`src/rtl/pipe_pkg.sv`:
```
// Shared constants and types for the generic inter-stage pipeline register.
package pipe_pkg;
  localparam int IR_W = 16;
  localparam logic [IR_W-1:0] NOP_IR_DEF = 16'hF000;
  localparam int DEF_DATA_W = 16;
  localparam int DEF_CTRL_W = 1;

  typedef enum logic [1:0] {
    OCC_EMPTY = 2'd0,
    OCC_MAIN  = 2'd1,
    OCC_FULL  = 2'd2
  } occ_e;
endpackage

```
`src/rtl/pipe_entry.sv`:
```
// One pipeline storage slot {valid, ir, data, ctrl}; clear wins over load.
module pipe_entry
  import pipe_pkg::*;
#(
  parameter int              PAY_W  = DEF_DATA_W,
  parameter int              CTRL_W = DEF_CTRL_W,
  parameter logic [IR_W-1:0] NOP_IR = NOP_IR_DEF
) (
  input  logic              clk,
  input  logic              reset,
  input  logic              clear,
  input  logic              load,
  input  logic [IR_W-1:0]   in_ir,
  input  logic [PAY_W-1:0]  in_data,
  input  logic [CTRL_W-1:0] in_ctrl,
  output logic              valid,
  output logic [IR_W-1:0]   ir,
  output logic [PAY_W-1:0]  data,
  output logic [CTRL_W-1:0] ctrl
);
  logic              valid_q, valid_d;
  logic [IR_W-1:0]   ir_q, ir_d;
  logic [PAY_W-1:0]  data_q, data_d;
  logic [CTRL_W-1:0] ctrl_q, ctrl_d;

  always_comb begin
    valid_d = valid_q;
    ir_d    = ir_q;
    data_d  = data_q;
    ctrl_d  = ctrl_q;
    if (clear) begin
      // Data is left as-is on clear; only fields with side effects are scrubbed.
      valid_d = 1'b0;
      ir_d    = NOP_IR;
      ctrl_d  = '0;
    end else if (load) begin
      valid_d = 1'b1;
      ir_d    = in_ir;
      data_d  = in_data;
      ctrl_d  = in_ctrl;
    end
  end

  always_ff @(posedge clk or negedge reset) begin
    if (!reset) begin
      valid_q <= 1'b0;
      ir_q    <= NOP_IR;
      data_q  <= '0;
      ctrl_q  <= '0;
    end else begin
      valid_q <= valid_d;
      ir_q    <= ir_d;
      data_q  <= data_d;
      ctrl_q  <= ctrl_d;
    end
  end

  assign valid = valid_q;
  assign ir    = ir_q;
  assign data  = data_q;
  assign ctrl  = ctrl_q;
endmodule

```
`src/rtl/pipe_stage_reg.sv`:
```
// Generic inter-stage pipeline register with valid/ready handshake, flush-to-bubble,
// optional 2-entry skid buffer and a saturating stall-cycle counter.
module pipe_stage_reg
  import pipe_pkg::*;
#(
  parameter int              DATA_W   = DEF_DATA_W,
  parameter int              NUM_DATA = 1,
  parameter int              CTRL_W   = DEF_CTRL_W,
  parameter int              SKID     = 1,
  parameter logic [IR_W-1:0] NOP_IR   = NOP_IR_DEF,
  parameter int              CNT_W    = 8
) (
  input  logic                       clk,
  input  logic                       reset,
  input  logic                       flush,
  input  logic                       in_valid,
  output logic                       in_ready,
  input  logic [IR_W-1:0]            in_ir,
  input  logic [NUM_DATA*DATA_W-1:0] in_data,
  input  logic [CTRL_W-1:0]          in_ctrl,
  output logic                       out_valid,
  input  logic                       out_ready,
  output logic [IR_W-1:0]            out_ir,
  output logic [NUM_DATA*DATA_W-1:0] out_data,
  output logic [CTRL_W-1:0]          out_ctrl,
  output logic [CNT_W-1:0]           stall_cnt
);
  localparam int PAY_W = NUM_DATA * DATA_W;

  occ_e             occ_q, occ_d;
  logic             ready_q, ready_d;
  logic [CNT_W-1:0] stall_cnt_q, stall_cnt_d;

  logic              main_ld, main_clr, skid_ld, skid_clr, main_src_skid;
  logic              main_valid;
  logic [IR_W-1:0]   main_ir, skid_ir, main_in_ir;
  logic [PAY_W-1:0]  main_data, skid_data, main_in_data;
  logic [CTRL_W-1:0] main_ctrl, skid_ctrl, main_in_ctrl;
  logic              accept, fire;

  // Skid mode: fully registered ready. Single-entry mode: ready passes out_ready through.
  assign in_ready = (SKID != 0) ? ready_q : (ready_q & (~main_valid | out_ready));
  assign accept   = in_valid & in_ready;
  assign fire     = main_valid & out_ready;

  always_comb begin
    occ_d         = occ_q;
    main_ld       = 1'b0;
    main_clr      = 1'b0;
    skid_ld       = 1'b0;
    skid_clr      = 1'b0;
    main_src_skid = 1'b0;
    if (flush) begin
      occ_d    = OCC_EMPTY;
      main_clr = 1'b1;
      skid_clr = 1'b1;
    end else if (SKID != 0) begin
      case (occ_q)
        OCC_EMPTY: begin
          if (accept) begin
            main_ld = 1'b1;
            occ_d   = OCC_MAIN;
          end
        end
        OCC_MAIN: begin
          if (accept && fire) begin
            main_ld = 1'b1;
          end else if (accept) begin
            skid_ld = 1'b1;
            occ_d   = OCC_FULL;
          end else if (fire) begin
            main_clr = 1'b1;
            occ_d    = OCC_EMPTY;
          end
        end
        OCC_FULL: begin
          if (fire) begin
            main_ld       = 1'b1;
            main_src_skid = 1'b1;
            skid_clr      = 1'b1;
            occ_d         = OCC_MAIN;
          end
        end
        default: begin
          occ_d    = OCC_EMPTY;
          main_clr = 1'b1;
          skid_clr = 1'b1;
        end
      endcase
    end else begin
      if (accept) begin
        main_ld = 1'b1;
        occ_d   = OCC_MAIN;
      end else if (fire) begin
        main_clr = 1'b1;
        occ_d    = OCC_EMPTY;
      end
    end
    ready_d = (occ_d != OCC_FULL);
  end

  always_comb begin
    stall_cnt_d = stall_cnt_q;
    if (main_valid && !out_ready && (stall_cnt_q != {CNT_W{1'b1}})) begin
      stall_cnt_d = stall_cnt_q + CNT_W'(1);
    end
  end

  always_ff @(posedge clk or negedge reset) begin
    if (!reset) begin
      occ_q       <= OCC_EMPTY;
      ready_q     <= 1'b0;
      stall_cnt_q <= '0;
    end else begin
      occ_q       <= occ_d;
      ready_q     <= ready_d;
      stall_cnt_q <= stall_cnt_d;
    end
  end

  assign main_in_ir   = main_src_skid ? skid_ir   : in_ir;
  assign main_in_data = main_src_skid ? skid_data : in_data;
  assign main_in_ctrl = main_src_skid ? skid_ctrl : in_ctrl;

  pipe_entry #(.PAY_W(PAY_W), .CTRL_W(CTRL_W), .NOP_IR(NOP_IR)) u_main (
    .clk     (clk),
    .reset   (reset),
    .clear   (main_clr),
    .load    (main_ld),
    .in_ir   (main_in_ir),
    .in_data (main_in_data),
    .in_ctrl (main_in_ctrl),
    .valid   (main_valid),
    .ir      (main_ir),
    .data    (main_data),
    .ctrl    (main_ctrl)
  );

  generate
    if (SKID != 0) begin : g_skid
      logic skid_valid_unused;
      pipe_entry #(.PAY_W(PAY_W), .CTRL_W(CTRL_W), .NOP_IR(NOP_IR)) u_skid (
        .clk     (clk),
        .reset   (reset),
        .clear   (skid_clr),
        .load    (skid_ld),
        .in_ir   (in_ir),
        .in_data (in_data),
        .in_ctrl (in_ctrl),
        .valid   (skid_valid_unused),
        .ir      (skid_ir),
        .data    (skid_data),
        .ctrl    (skid_ctrl)
      );
    end else begin : g_noskid
      logic skid_unused;
      assign skid_unused = skid_ld ^ skid_clr;
      assign skid_ir     = NOP_IR;
      assign skid_data   = '0;
      assign skid_ctrl   = '0;
    end
  endgenerate

  // Bubble gating keeps downstream free of side effects whenever the slot is empty.
  assign out_valid = main_valid;
  assign out_ir    = main_valid ? main_ir : NOP_IR;
  assign out_ctrl  = main_valid ? main_ctrl : '0;
  assign out_data  = main_data;
  assign stall_cnt = stall_cnt_q;
endmodule

```
`config.mk`:
```
export PLATFORM = sky130hd
export DESIGN_NAME = pipe_stage_reg
export DESIGN_NICKNAME = d
export VERILOG_FILES = /design/src/rtl/pipe_pkg.sv /design/src/rtl/pipe_entry.sv /design/src/rtl/pipe_stage_reg.sv
export SDC_FILE = /design/constraint.sdc
export NUM_CORES = 1
export LEC_CHECK = 0
export ABC_AREA = 1
export BUFFER_PORTS_ARGS = -buffer_cell sky130_fd_sc_hd__buf_2
export CORE_MARGIN = 1.5
export CORE_UTILIZATION = 50
export CTS_CLUSTER_DIAMETER = 80
export CTS_CLUSTER_SIZE = 40
export DETAILED_ROUTE_END_ITERATION = 8
export PLACE_DENSITY = 0.74
export RECOVER_POWER = 50
export SLEW_MARGIN = 20
export SYNTH_ARGS = -nofsm -noshare
export SYNTH_HDL_FRONTEND = slang
export SYNTH_SLANG_ARGS = --single-unit
export TNS_END_PERCENT = 30
```
`constraint.sdc`:
```
create_clock -name clk -period 2.1 [get_ports clk]
set_input_delay 0.42 -clock clk [delete_from_list [all_inputs] [get_ports clk]]
set_output_delay 0.42 -clock clk [all_outputs]
set_load 0.005 [all_outputs]
```
==> flow_summary.toml <==
[setup_path]
critPathArrivalTime_ns = 1.47
crit_chain = "buf_4 -> inv_1 -> or2_2 -> buf_2"
slowest_stage = "dfrtp_1"
path_class = "reg -> out"
path_max_fanout = 15
crit_family = "buffers and inverters"
cp.required_ns = 1.68
endpoint_kind = "output pin"
critPathMaxStageDelay_ns = 0.39
critPathBufInv = 3
cp-start-kind = "flip-flop"

[routing]
post_drt_via_cell_ratio = 4.90
num_vias = 3357
totalWireLength_um = 8380
ant_nets = 0
drtIter0Drc = 267
dr.pass1.iters = 4
routedWlPerCell_um = 12.2
drc_errors = 0

[clock_tree]
clk_pin_slew_ns = 0.08
ctsResizeCount = 0
cts_tree = "done"
cts_root_buf = "clkbuf_8"
cts_buffer_depth = 2
htree_levels = 3
cts_buffers = 9
cts_sinks = 78
post_cts_buffers = 0
clk_latency_ns = 0.34
cts_hold_buf = 0

[sta]
setup_viol = 0
finalClockSkew_ns = 0.00738
tightest_slew_ns = 1.70
period_minus_slack_ns = 1.89
rsz0062_at_grt = "false"
min_period_over_period_pct = 90.1
max_slew_margin_pct = -13.4
fmax_mhz = 528
finalSetupTns_ns = 0
finalHoldViolations = 0
maxSlewViolCount = 79

[synth]
synthTopCellsByCount = "nand2_1 (243), dfrtp_1 (70), inv_1 (45), nand3_1 (37), o21ai_0 (24)"
syn_inst = 504
syn_area_per_cell_um2 = 7.59
yosys-top-cells-area = "dfrtp_1 (46%), nand2_1 (24%), dfstp_2 (5.5%), nand3_1 (4.8%), inv_1 (4.4%)"
ys_warn_count = 0
yosysMostFrequentCell = "nand2_1"
ys_seq_area_share_pct = 51.3
synth_edf_count = 0
async_flop_share_pct = 100
yosysUniqueCellTypes = 29
synth_area_leader_cell = "dfrtp_1"
syn-num-nets = 543
synth_top_area_share_pct = 45.8
syn_area_mm2 = 0.00383
synth_flop_cell = "dfrtp_1"
ys_seq_elements = 78

[global_routing]
grt_pass1_wl_um = 14700
groute.usage.overall_pct = 22.4
grt_overflow_total = 0
antenna_found_initial = 0
grt_pass1_vias = 3222
grt_max_degree = 79

[cells_and_area]
fillers = 699
syn_to_final_growth_pct = 16.5
seqCellArea_mm2 = 0.00196
nets = 620
diodes = 0
multiInputGateArea_mm2 = 0.00153
stdcell_area_mm2 = 0.00446
layout-drive-gt1-share_pct = 21.5

[floorplan]
start_util_pct = 52.2
die_w_um = 90.5
die_h_um = 90.5
dieArea_mm2 = 0.00819
io_pins = 81
rows = 31
fp.coreArea_mm2 = 0.00733

[place]
portBuffers = 80
post-dp-hpwl_um = 5770
gp_congestion = 0.773
place_area_mm2 = 0.00430

[pwr]
p_switching_mw = 1.13
sequentialPowerShare_pct = 51.8
internal_power_mw = 2.66
power_leakage_nw = 2.64
ir_worst_vdd_uv = 438
combPwrFrac_pct = 20.3
power_density_mw_per_mm2 = 851
clockPowerShare_pct = 28.0
switching_share_pct = 29.9

[run_status]
outcome = "finished with violations"
violations = "capacitance limit, slew limit"

[hold_path]
min_path_type = "in -> reg"

[job]
cap_viol_max_count = 1
sequential cells by signal, summed over array words and instances, names as in the netlist:
register,count
g_skid.u_skid.data,16
g_skid.u_skid.ir,16
u_main.data,16
u_main.ir,16
stall_cnt,8
occ_q,2
g_skid.u_skid.ctrl,1
in_ready,1
u_main.ctrl,1
u_main.valid,1
worst min-delay path, cell delays in order:
cell     delay, ns
buf_2         0.09
nand2_1       0.05
nand2_1       0.05
power groups by stage:
stage	clock [mW]	sequential, mW	combinational [mW]
after floorplan	0	1.98	0.464
after global placement	0	1.99	0.750
after detailed placement	0	1.99	0.783
after CTS	1.08	1.96	0.788
after global routing	1.15	2.00	0.904
final	1.06	1.96	0.768
layer usage:
layer	routed length [um]	share of wire [%]	track usage [%]	up-vias
li1	-	-	-	1701
met1	3980	47	30.8	1555
met2	3860	46	35.7	96
met3	464	5.5	4.97	5
met4	80	0.95	6.35	0
met5	0	0	0	-
placed cells by master, fill, tap and decap left out:
| master | netlist | layout |
|---|---|---|
| nand2_1 | 243 | 243 |
| nand2_2 | 2 | 2 |
| o211ai_1 | 1 | 1 |
| clkinv_2 | 1 | 5 |
| a21oi_1 | 9 | 9 |
| nand4_1 | 4 | 4 |
| o21ai_1 | 8 | 8 |
| buf_4 | 1 | 5 |
| nand2_4 | 2 | 2 |
| xnor2_1 | 1 | 1 |
| a31oi_1 | 1 | 1 |
| inv_1 | 45 | 45 |
| dfrtp_1 | 70 | 70 |
| buf_2 | 11 | 76 |
| nor2_2 | 1 | 1 |
| nor3_1 | 1 | 1 |
| nand3_2 | 1 | 1 |
| clkbuf_4 | 0 | 1 |
| clkbuf_1 | 3 | 6 |
| o21ai_0 | 24 | 24 |
| nand3_1 | 37 | 37 |
| nor2_4 | 4 | 4 |
| nor2_1 | 7 | 7 |
| inv_2 | 6 | 6 |
| dfstp_2 | 8 | 8 |
| xor2_1 | 2 | 2 |
| bufinv_16 | 0 | 1 |
| buf_12 | 0 | 1 |
| or2_2 | 4 | 4 |
| ha_1 | 1 | 1 |
| clkbuf_8 | 0 | 9 |
final cells by class:
cell class	count	share of cell area [%]
clock inverter	5	1.12
clock buffer	11	2.95
tap	99	2.78
multi-input combinational	353	34.4
timing repair buffer	87	10.3
inverter	52	4.41
sequential	78	44.0
worst paths after layout:
check	start	to	slack [ns]	cells after the start
max	u_main.valid$_DFFE_PN0P_	out_ir[12]	0.21	4
min	in_data[14]	g_skid.u_skid.data[14]$_DFFE_PN0P_	0.29	3
max reg2reg	u_main.valid$_DFFE_PN0P_	u_main.ir[12]$_DFFE_PN1P_	0.26	8
min reg2reg	g_skid.u_skid.data[13]$_DFFE_PN0P_	g_skid.u_skid.data[13]$_DFFE_PN0P_	0.47	2
max in group asynchronous	reset	stall_cnt[7]$_DFFE_PN0P_	0.45	2
min in group asynchronous	reset	stall_cnt[4]$_DFFE_PN0P_	0.63	2
metrics by stage:
step / instances / utilization (%) / setup slack (ns) / hold slack (ns) / power (mW)
6_report: 685 / 60.8 / 0.207 / 0.291 / 3.79
5_1_grt: 685 / 60.8 / 0.0574 / 0.290 / 4.06
4_1_cts: 685 / 61.1 / 0.183 / 0.109 / 3.83
3_5_place_dp: 669 / 58.6 / 0.130 / 0.459 / 2.77
3_3_place_gp: 669 / 58.6 / 0.197 / 0.454 / 2.74
2_1_floorplan: 504 / - / 0.662 / 0.124 / 2.44
cells by family (layout without fill, tap and decap cells):
logic type	Yosys count	count (layout)	share of synthesized area, %
xor+xnor	3	3	0.687
buf+inv	73	155	8.67
flops	78	78	51.3
fa+ha+maj	1	1	0.327
simple gates	306	306	33.3
compound gates	43	43	5.72
(Power assumes the default switching activity.)
